`src/rtl/mc_pwm_frame_gen_if.sv`:
```
// ---------------------------------------------------------------------------
// mc_pwm_frame_gen_if
// Bundles the modulator-facing command and the PWM-facing outputs of the
// frame generator.
//   Enable      : 1 = drive commanded pulse, 0 = neutral + State held at 0
//   Pulse       : requested pulse width in clock cycles (21 bits)
//   State       : frame index fed back to the modulator (5 bits)
//   PWM_Out     : servo/ESC PWM waveform
//   Frame_Start : one-cycle strobe in the first cycle of each frame
//   Clamp_Flag  : current frame's pulse was clamped or substituted
// master = modulator / bench side, slave = frame generator.
// ---------------------------------------------------------------------------
interface mc_pwm_frame_gen_if;
   logic        Enable;
   logic [20:0] Pulse;
   logic [4:0]  State;
   logic        PWM_Out;
   logic        Frame_Start;
   logic        Clamp_Flag;

   modport master (
      output Enable, Pulse,
      input  State, PWM_Out, Frame_Start, Clamp_Flag
   );

   modport slave (
      input  Enable, Pulse,
      output State, PWM_Out, Frame_Start, Clamp_Flag
   );
endinterface

```
`src/rtl/mc_pwm_frame_gen.sv`:
```
// ---------------------------------------------------------------------------
// mc_pwm_frame_gen
// Turns the modulator's pulse-width word into a fixed-period servo/ESC PWM
// frame and generates the frame index that closes the modulator loop.
//   CLK     : system clock
//   RESET_N : asynchronous active-low reset (released synchronously upstream)
//   bus     : slave side of mc_pwm_frame_gen_if (Enable/Pulse in,
//             State/PWM_Out/Frame_Start/Clamp_Flag out)
// Each frame's width is sampled in the last cycle of the previous frame,
// conditioned to the legal range, and held in a shadow register for the
// whole frame, so mid-frame Pulse changes never glitch the output.
// ---------------------------------------------------------------------------
module mc_pwm_frame_gen #(
   parameter int unsigned CLK_RATE      = 100000000,
   parameter int unsigned FRAME_CYCLES  = 2000000,
   parameter int unsigned NUM_STATES    = 24,
   parameter int unsigned MIN_PULSE     = 100000,
   parameter int unsigned MAX_PULSE     = 200000,
   parameter int unsigned NEUTRAL_PULSE = 150000
) (
   input  logic               CLK,
   input  logic               RESET_N,
   mc_pwm_frame_gen_if.slave  bus
);

   // Reject configurations the counter/State widths cannot represent, or
   // where the advance point would fall outside the frame.
   if (FRAME_CYCLES > (2**21) || FRAME_CYCLES <= MAX_PULSE ||
       NUM_STATES == 0 || NUM_STATES > 32 || CLK_RATE == 0 ||
       MIN_PULSE > NEUTRAL_PULSE || NEUTRAL_PULSE > MAX_PULSE) begin : g_cfg_err
      $error("mc_pwm_frame_gen: illegal parameter set");
   end

   localparam logic [20:0] C_LAST    = 21'(FRAME_CYCLES - 1);
   localparam logic [20:0] C_MIN     = 21'(MIN_PULSE);
   localparam logic [20:0] C_MAX     = 21'(MAX_PULSE);
   localparam logic [20:0] C_NEUTRAL = 21'(NEUTRAL_PULSE);
   localparam logic [4:0]  C_ST_LAST = 5'(NUM_STATES - 1);

   logic        r_run;      // 0 only for the first edge after reset release
   logic [20:0] r_cnt;
   logic [20:0] r_shadow;
   logic        r_clamp;
   logic [4:0]  r_state;
   logic        r_pwm;
   logic        r_fs;

   logic [20:0] w_cnt_nxt;
   logic        w_sample;
   logic        w_adv;
   logic [20:0] w_cond_pulse;
   logic        w_cond_flag;
   logic [20:0] w_shadow_nxt;
   logic        w_clamp_nxt;
   logic [4:0]  w_state_nxt;

   // The register state right after reset already represents the cnt==0
   // position, but the outputs are still low. The first edge after release
   // therefore holds cnt at 0 and only launches the registered outputs, so
   // the first visible frame starts at cnt==0 with a full-width pulse.
   always_comb begin
      w_cnt_nxt = 21'd0;
      if (r_run && r_cnt != C_LAST)
         w_cnt_nxt = r_cnt + 21'd1;
   end

   assign w_sample = r_run && (r_cnt == C_LAST);
   assign w_adv    = r_run && (r_cnt == C_MAX);

   // Pulse conditioning, highest priority first.
   always_comb begin
      w_cond_pulse = bus.Pulse;
      w_cond_flag  = 1'b0;
      if (!bus.Enable) begin
         w_cond_pulse = C_NEUTRAL;
         w_cond_flag  = 1'b0;
      end else if (bus.Pulse == 21'd0) begin
         // modulator not yet initialised
         w_cond_pulse = C_NEUTRAL;
         w_cond_flag  = 1'b1;
      end else if (bus.Pulse < C_MIN) begin
         w_cond_pulse = C_MIN;
         w_cond_flag  = 1'b1;
      end else if (bus.Pulse > C_MAX) begin
         w_cond_pulse = C_MAX;
         w_cond_flag  = 1'b1;
      end
   end

   assign w_shadow_nxt = w_sample ? w_cond_pulse : r_shadow;
   assign w_clamp_nxt  = w_sample ? w_cond_flag  : r_clamp;

   // State moves at cnt==MAX_PULSE: the pulse window is closed for every
   // legal width, and the modulator has most of the frame to react.
   always_comb begin
      w_state_nxt = r_state;
      if (w_adv) begin
         if (!bus.Enable)
            w_state_nxt = 5'd0;
         else if (r_state == C_ST_LAST)
            w_state_nxt = 5'd0;
         else
            w_state_nxt = r_state + 5'd1;
      end
   end

   always_ff @(posedge CLK or negedge RESET_N) begin
      if (!RESET_N) begin
         r_run    <= 1'b0;
         r_cnt    <= 21'd0;
         r_shadow <= C_NEUTRAL;
         r_clamp  <= 1'b0;
         r_state  <= 5'd0;
         r_pwm    <= 1'b0;
         r_fs     <= 1'b0;
      end else begin
         r_run    <= 1'b1;
         r_cnt    <= w_cnt_nxt;
         r_shadow <= w_shadow_nxt;
         r_clamp  <= w_clamp_nxt;
         r_state  <= w_state_nxt;
         // Outputs are registered from next-state values so they line up
         // with the cycle in which r_cnt holds that position.
         r_pwm    <= (w_cnt_nxt < w_shadow_nxt);
         r_fs     <= (w_cnt_nxt == 21'd0);
      end
   end

   assign bus.State       = r_state;
   assign bus.PWM_Out     = r_pwm;
   assign bus.Frame_Start = r_fs;
   assign bus.Clamp_Flag  = r_clamp;

endmodule

```
`src/flat_wrapper.sv`:
```
// flat-port wrapper written by rule: the top's interface ports become plain ports
module mc_pwm_frame_gen_flat 
#(
   parameter int unsigned CLK_RATE      = 100000000,
   parameter int unsigned FRAME_CYCLES  = 2000000,
   parameter int unsigned NUM_STATES    = 24,
   parameter int unsigned MIN_PULSE     = 100000,
   parameter int unsigned MAX_PULSE     = 200000,
   parameter int unsigned NEUTRAL_PULSE = 150000
)
  (CLK, RESET_N, bus_Enable, bus_Pulse, bus_State, bus_PWM_Out, bus_Frame_Start, bus_Clamp_Flag);
  mc_pwm_frame_gen_if bus_i ();
  input  logic CLK;
  input  logic RESET_N;
  input wire logic [$bits(bus_i.Enable)-1:0] bus_Enable;
  input wire logic [$bits(bus_i.Pulse)-1:0] bus_Pulse;
  output wire logic [$bits(bus_i.State)-1:0] bus_State;
  output wire logic [$bits(bus_i.PWM_Out)-1:0] bus_PWM_Out;
  output wire logic [$bits(bus_i.Frame_Start)-1:0] bus_Frame_Start;
  output wire logic [$bits(bus_i.Clamp_Flag)-1:0] bus_Clamp_Flag;
  assign bus_i.Enable = bus_Enable;
  assign bus_i.Pulse = bus_Pulse;
  assign bus_State = bus_i.State;
  assign bus_PWM_Out = bus_i.PWM_Out;
  assign bus_Frame_Start = bus_i.Frame_Start;
  assign bus_Clamp_Flag = bus_i.Clamp_Flag;
  mc_pwm_frame_gen #(.CLK_RATE(CLK_RATE), .FRAME_CYCLES(FRAME_CYCLES), .NUM_STATES(NUM_STATES), .MIN_PULSE(MIN_PULSE), .MAX_PULSE(MAX_PULSE), .NEUTRAL_PULSE(NEUTRAL_PULSE)) u_core (.CLK(CLK), .RESET_N(RESET_N), .bus(bus_i));
endmodule
```
`config.mk`:
```
export PLATFORM = sky130hd
export DESIGN_NAME = mc_pwm_frame_gen_flat
export DESIGN_NICKNAME = d
export VERILOG_FILES = /design/src/rtl/mc_pwm_frame_gen_if.sv /design/src/rtl/mc_pwm_frame_gen.sv /design/src/flat_wrapper.sv
export SDC_FILE = /design/constraint.sdc
export NUM_CORES = 1
export LEC_CHECK = 0
export CAP_MARGIN = 20
export CORE_UTILIZATION = 52
export CTS_CLUSTER_DIAMETER = 100
export CTS_CLUSTER_SIZE = 25
export DETAILED_ROUTE_END_ITERATION = 16
export PLACE_DENSITY = 0.87
export SYNTH_ARGS = -nofsm -noshare
export SYNTH_HDL_FRONTEND = slang
export SYNTH_SLANG_ARGS = --single-unit
```
`constraint.sdc`:
```
create_clock -name CLK -period 3.3 [get_ports CLK]
set_clock_uncertainty 0.1 [all_clocks]
set_input_delay 0.66 -clock CLK [delete_from_list [all_inputs] [get_ports CLK]]
set_output_delay 0.66 -clock CLK [all_outputs]
set_load 0.01 [all_outputs]
```
==> results of run 1 <==
worst register-to-register path: cells and delay by family, from the launching register on:
| family | cells | cell delay (ns) |
|---|---|---|
| and+or+nand+nor | 7 | 1.46 |
| buffers and inverters | 4 | 0.66 |
| AOI/OAI and AO/OA | 3 | 0.54 |
| DFF | 1 | 0.39 |
| adders and majority gates | 1 | 0.28 |
routing by layer:
layer	wire length [um]	global-route usage, %	up-vias
met5	0	0	-
met4	766	18.34	0
met3	843	4.970	72
met2	5980	57.00	230
met1	4462	39.39	1758
li1	-	-	1629
cells in the final DEF (no fill, tap or decap), types with 4 or more instances in the layout:
master / netlist / routed
xnor2_1: 18 / 18
dfrtp_1: 43 / 43
buf_6: 2 / 6
and2_1: 5 / 4
nor4_1: 11 / 5
o21ai_1: 1 / 5
a21oi_1: 12 / 7
buf_4: 0 / 93
nor3_1: 13 / 10
inv_1: 14 / 14
clkbuf_2: 0 / 6
nand2_1: 28 / 26
dfstp_2: 8 / 8
a22o_1: 6 / 6
clkbuf_8: 2 / 5
nand3_1: 13 / 12
a21oi_2: 0 / 4
ha_1: 23 / 19
o21ai_0: 16 / 10
clkdlybuf4s50_1: 0 / 9
nor4_4: 0 / 4
nor2_1: 38 / 38
nand2b_1: 5 / 4
o21a_1: 10 / 10
nand4_1: 16 / 16
xor2_1: 4 / 4
buf_2: 5 / 5
dlygate4sd2_1: 0 / 5
a21o_1: 14 / 14
path summary, 6_finish.rpt:
path / from / end / slack (ns)
worst max register to register: u_core.r_cnt[7]$_DFF_PN0_ / u_core.bus.PWM_Out$_DFF_PN0_ / -0.23
max in group asynchronous: RESET_N / u_core.r_cnt[9]$_DFF_PN0_ / 2.07
min in group CLK: u_core.r_shadow[18]$_DFF_PN0_ / u_core.r_shadow[18]$_DFF_PN0_ / 0.39
worst max-delay path: bus_Pulse[14] / u_core.bus.PWM_Out$_DFF_PN0_ / -0.24
worst min-delay path: RESET_N / u_core.r_shadow[1]$_DFF_PN0_ / 0.25
worst min register to register: u_core.r_shadow[18]$_DFF_PN0_ / u_core.r_shadow[18]$_DFF_PN0_ / 0.39
logic make-up after synthesis:
group	Yosys count	synth area share, %
and+or+nand+nor	159	24.52
AOI/OAI and AO/OA	90	18.74
other	1	0.1104
DFF	51	37.85
xor gates and xnor gates	22	5.670
adders and majority gates	23	8.468
buffers and inverters	31	4.639
sequential cells by signal (all words and copies together) (netlist names):
register,cells
u_core.r_cnt,21
u_core.bus.State,5
u_core.bus.Clamp_Flag,1
u_core.r_run,1
u_core.bus.PWM_Out,1
u_core.r_shadow,21
u_core.bus.Frame_Start,1
power by group through the flow:
stage	clock (mW)	sequential (mW)	combinational, mW
after floorplan	0	0.647	0.0424
after global placement	0	0.646	0.140
after detailed placement	0	0.646	0.144
after CTS	0.521	0.634	0.144
after global routing	0.550	0.635	0.164
final	0.524	0.635	0.152
final cells by class:
type                       count  area, um^2  share of cell area [%]
inverter                      14       52.55                   1.080
multi-input combinational    295        2267                   46.58
clock buffer                   5       68.82                   1.414
tap                           77       96.34                   1.979
sequential                    51        1286                   26.43
clock inverter                 3       67.56                   1.388
timing repair buffer         130        1028                   21.13
repair_timing:
action,in CTS,in global routing
gates resized for setup,75,39
buffers inserted,11,7
pin swaps,28,27
setup endpoints to repair,1,1
==> results.md, run 1 <==
- Final-layout fill cell count: about 390
- Crit-path cells: buf_4, nor4_4, nand4_1, buf_4, buf_4, buf_6, or2_4, nand3_4, buf_6, o22ai_4, ha_4, buf_4, nand4_1, buf_4, nor2_1, o221ai_1, a21oi_1, nor3_2
- Most used DFF post-synth: dfrtp_1
- Post-Synthesis Cells: 377
- Vias per inst: 6.416
- Non-Filler Instances: 575
- Leak: approximately 2.2 nW
- CP Buf/Inv Count: 7
- CP Capture Type: flop
- Hold buffer count at cts: 0
- Antenna violations before repair: 0
- DRC Markers: 0
- Clock power frac: 40.0%
- Cell-internal power: about 1.0 mW
- Die Span Y: 82.84 um
- Stages on the worst setup path: 18
- Area leader, netlist: dfrtp_1
- Placed Area: ~4400 um^2
- Syn nets: ~420
- Vias in the first global route: 3668
- Setup-failing EPs final: 1
- RSZ-0062 raised after global routing: yes
- Synth top area cells: dfrtp_1, ha_1, dfstp_2
- VDD IR max: about 200 uV
- Status: complete, but fails checks
- Post-synth EDFFs: 0
- Post-place setup slack: -0.7303 ns
- Fin Setup TNS: -0.2431 ns
- Die Width: ~83 um
- Worst-path fanout max: 4
- Worst Path Required: approximately 3.4 ns
- Placer Congestion: between 1 and 1.5
- Synth top area share: about a third
- CTS tree: built
- Latest clock arrival within the worst-skew pair: roughly 0.32 ns
- Min Tclk post-route: about 3.5 ns
- First-pass GRT wire length: between 15000 and 20000 um
- Inst Count DP: ~550
- Yosys warns: 0
- Critical path class: input pin to flop
- Period utilization: 107.4%
- Final Util: a little under 80%
- Count leader, synth: dfrtp_1
- H-tree level count: 2
- Clock Path Buffers: 2
- Post-synth top cells: dfrtp_1, nor2_1, nand2_1, ha_1, xnor2_1
- Comb power frac: 11.6%
- CP top delay family: simple AND/OR/NAND/NOR gates
- Startpoint Class: input pin
- Reg power frac: 48.4%
- Routed Antenna Nets: 0
- HPWL after DPL: 7697 um
- Ys async rst share: 100.0%
- GRT overflow: 0
- Area Growth Syn to Fin: 43.23%
- Most Frequent Cell on Critical Path: buf_4
- Post-route setup slack: -0.2431 ns
- Largest net degree at the start of global routing: 28
- Hold_ws: 0.2469 ns
- Row count: 29
- Hold WC Path Type: input pin to async pin
- Power density cells: about 270 nW/um^2
- ANT cells: 0
- Fraction of layout cells with a size suffix above 1: ~37%
- Fin area: approximately 4900 um^2
- Num ports: 32
- GRT Total Usage: around a third
- Via total after detailed routing: about 3700
- Mapped Area: 3398 um^2
- WP data arrival: ~3.7 ns
- Clk root buf: clkbuf_8
- PortBufs: 31
- Switching pwr: 310.6 uW
- Die footprint: between 6000 and 7000 um^2
- Clk sinks: between 50 and 60
- Failing checks: negative setup slack
- DR WL/cell: 20.96 um
- Worst Reg2Reg Path Length in Cells: 15
- Nets: about 540
- Flops & latches, synth: 51
- Crit-path max cell delay: approximately 0.34 ns
- Initial Util: 53.82%
- Reg clk slew, reported paths: around 0.11 ns
- Power Total: 1.312 mW
- Count of final hold-check violations: 0
- Core area: roughly 6300 um^2
- Final WL: approximately 12000 um
- 1st-iter DRT viols: ~300
- Slowest stage cell, crit path: nor4_4
- Sequential share of the synthesized area: 37.85%
- CTS buffer count: 5
- Cell variety after synth: 59
- Syn Area/Cell: between 9 and 10 um^2
- Rel. slew slack: 58.28%
- Sw frac: between 20% and 30%
- DRT Pass-1 Iters: 4
- Final Max Tran Viols: 0
- Max Clk Rate: between 0.2 and 0.3 GHz
- Max Cap Viol: 0
- Least-Margin Pin Slew: about 0.63 ns
Power figures use the tool's default switching activity.
==> inputs of run 2 (changes only) <==
Settings changed: SLEW_MARGIN from default to 10, TNS_END_PERCENT from default to 50.
==> results of run 2 <==
Same layout as run 1: the final DEF is identical, and so are final timing and power.
==> inputs of run 3 (changes only) <==
Settings changed: SLEW_MARGIN 10 to 20.
==> results of run 3 <==
Same layout as run 1: the final DEF is identical, and so are final timing and power.
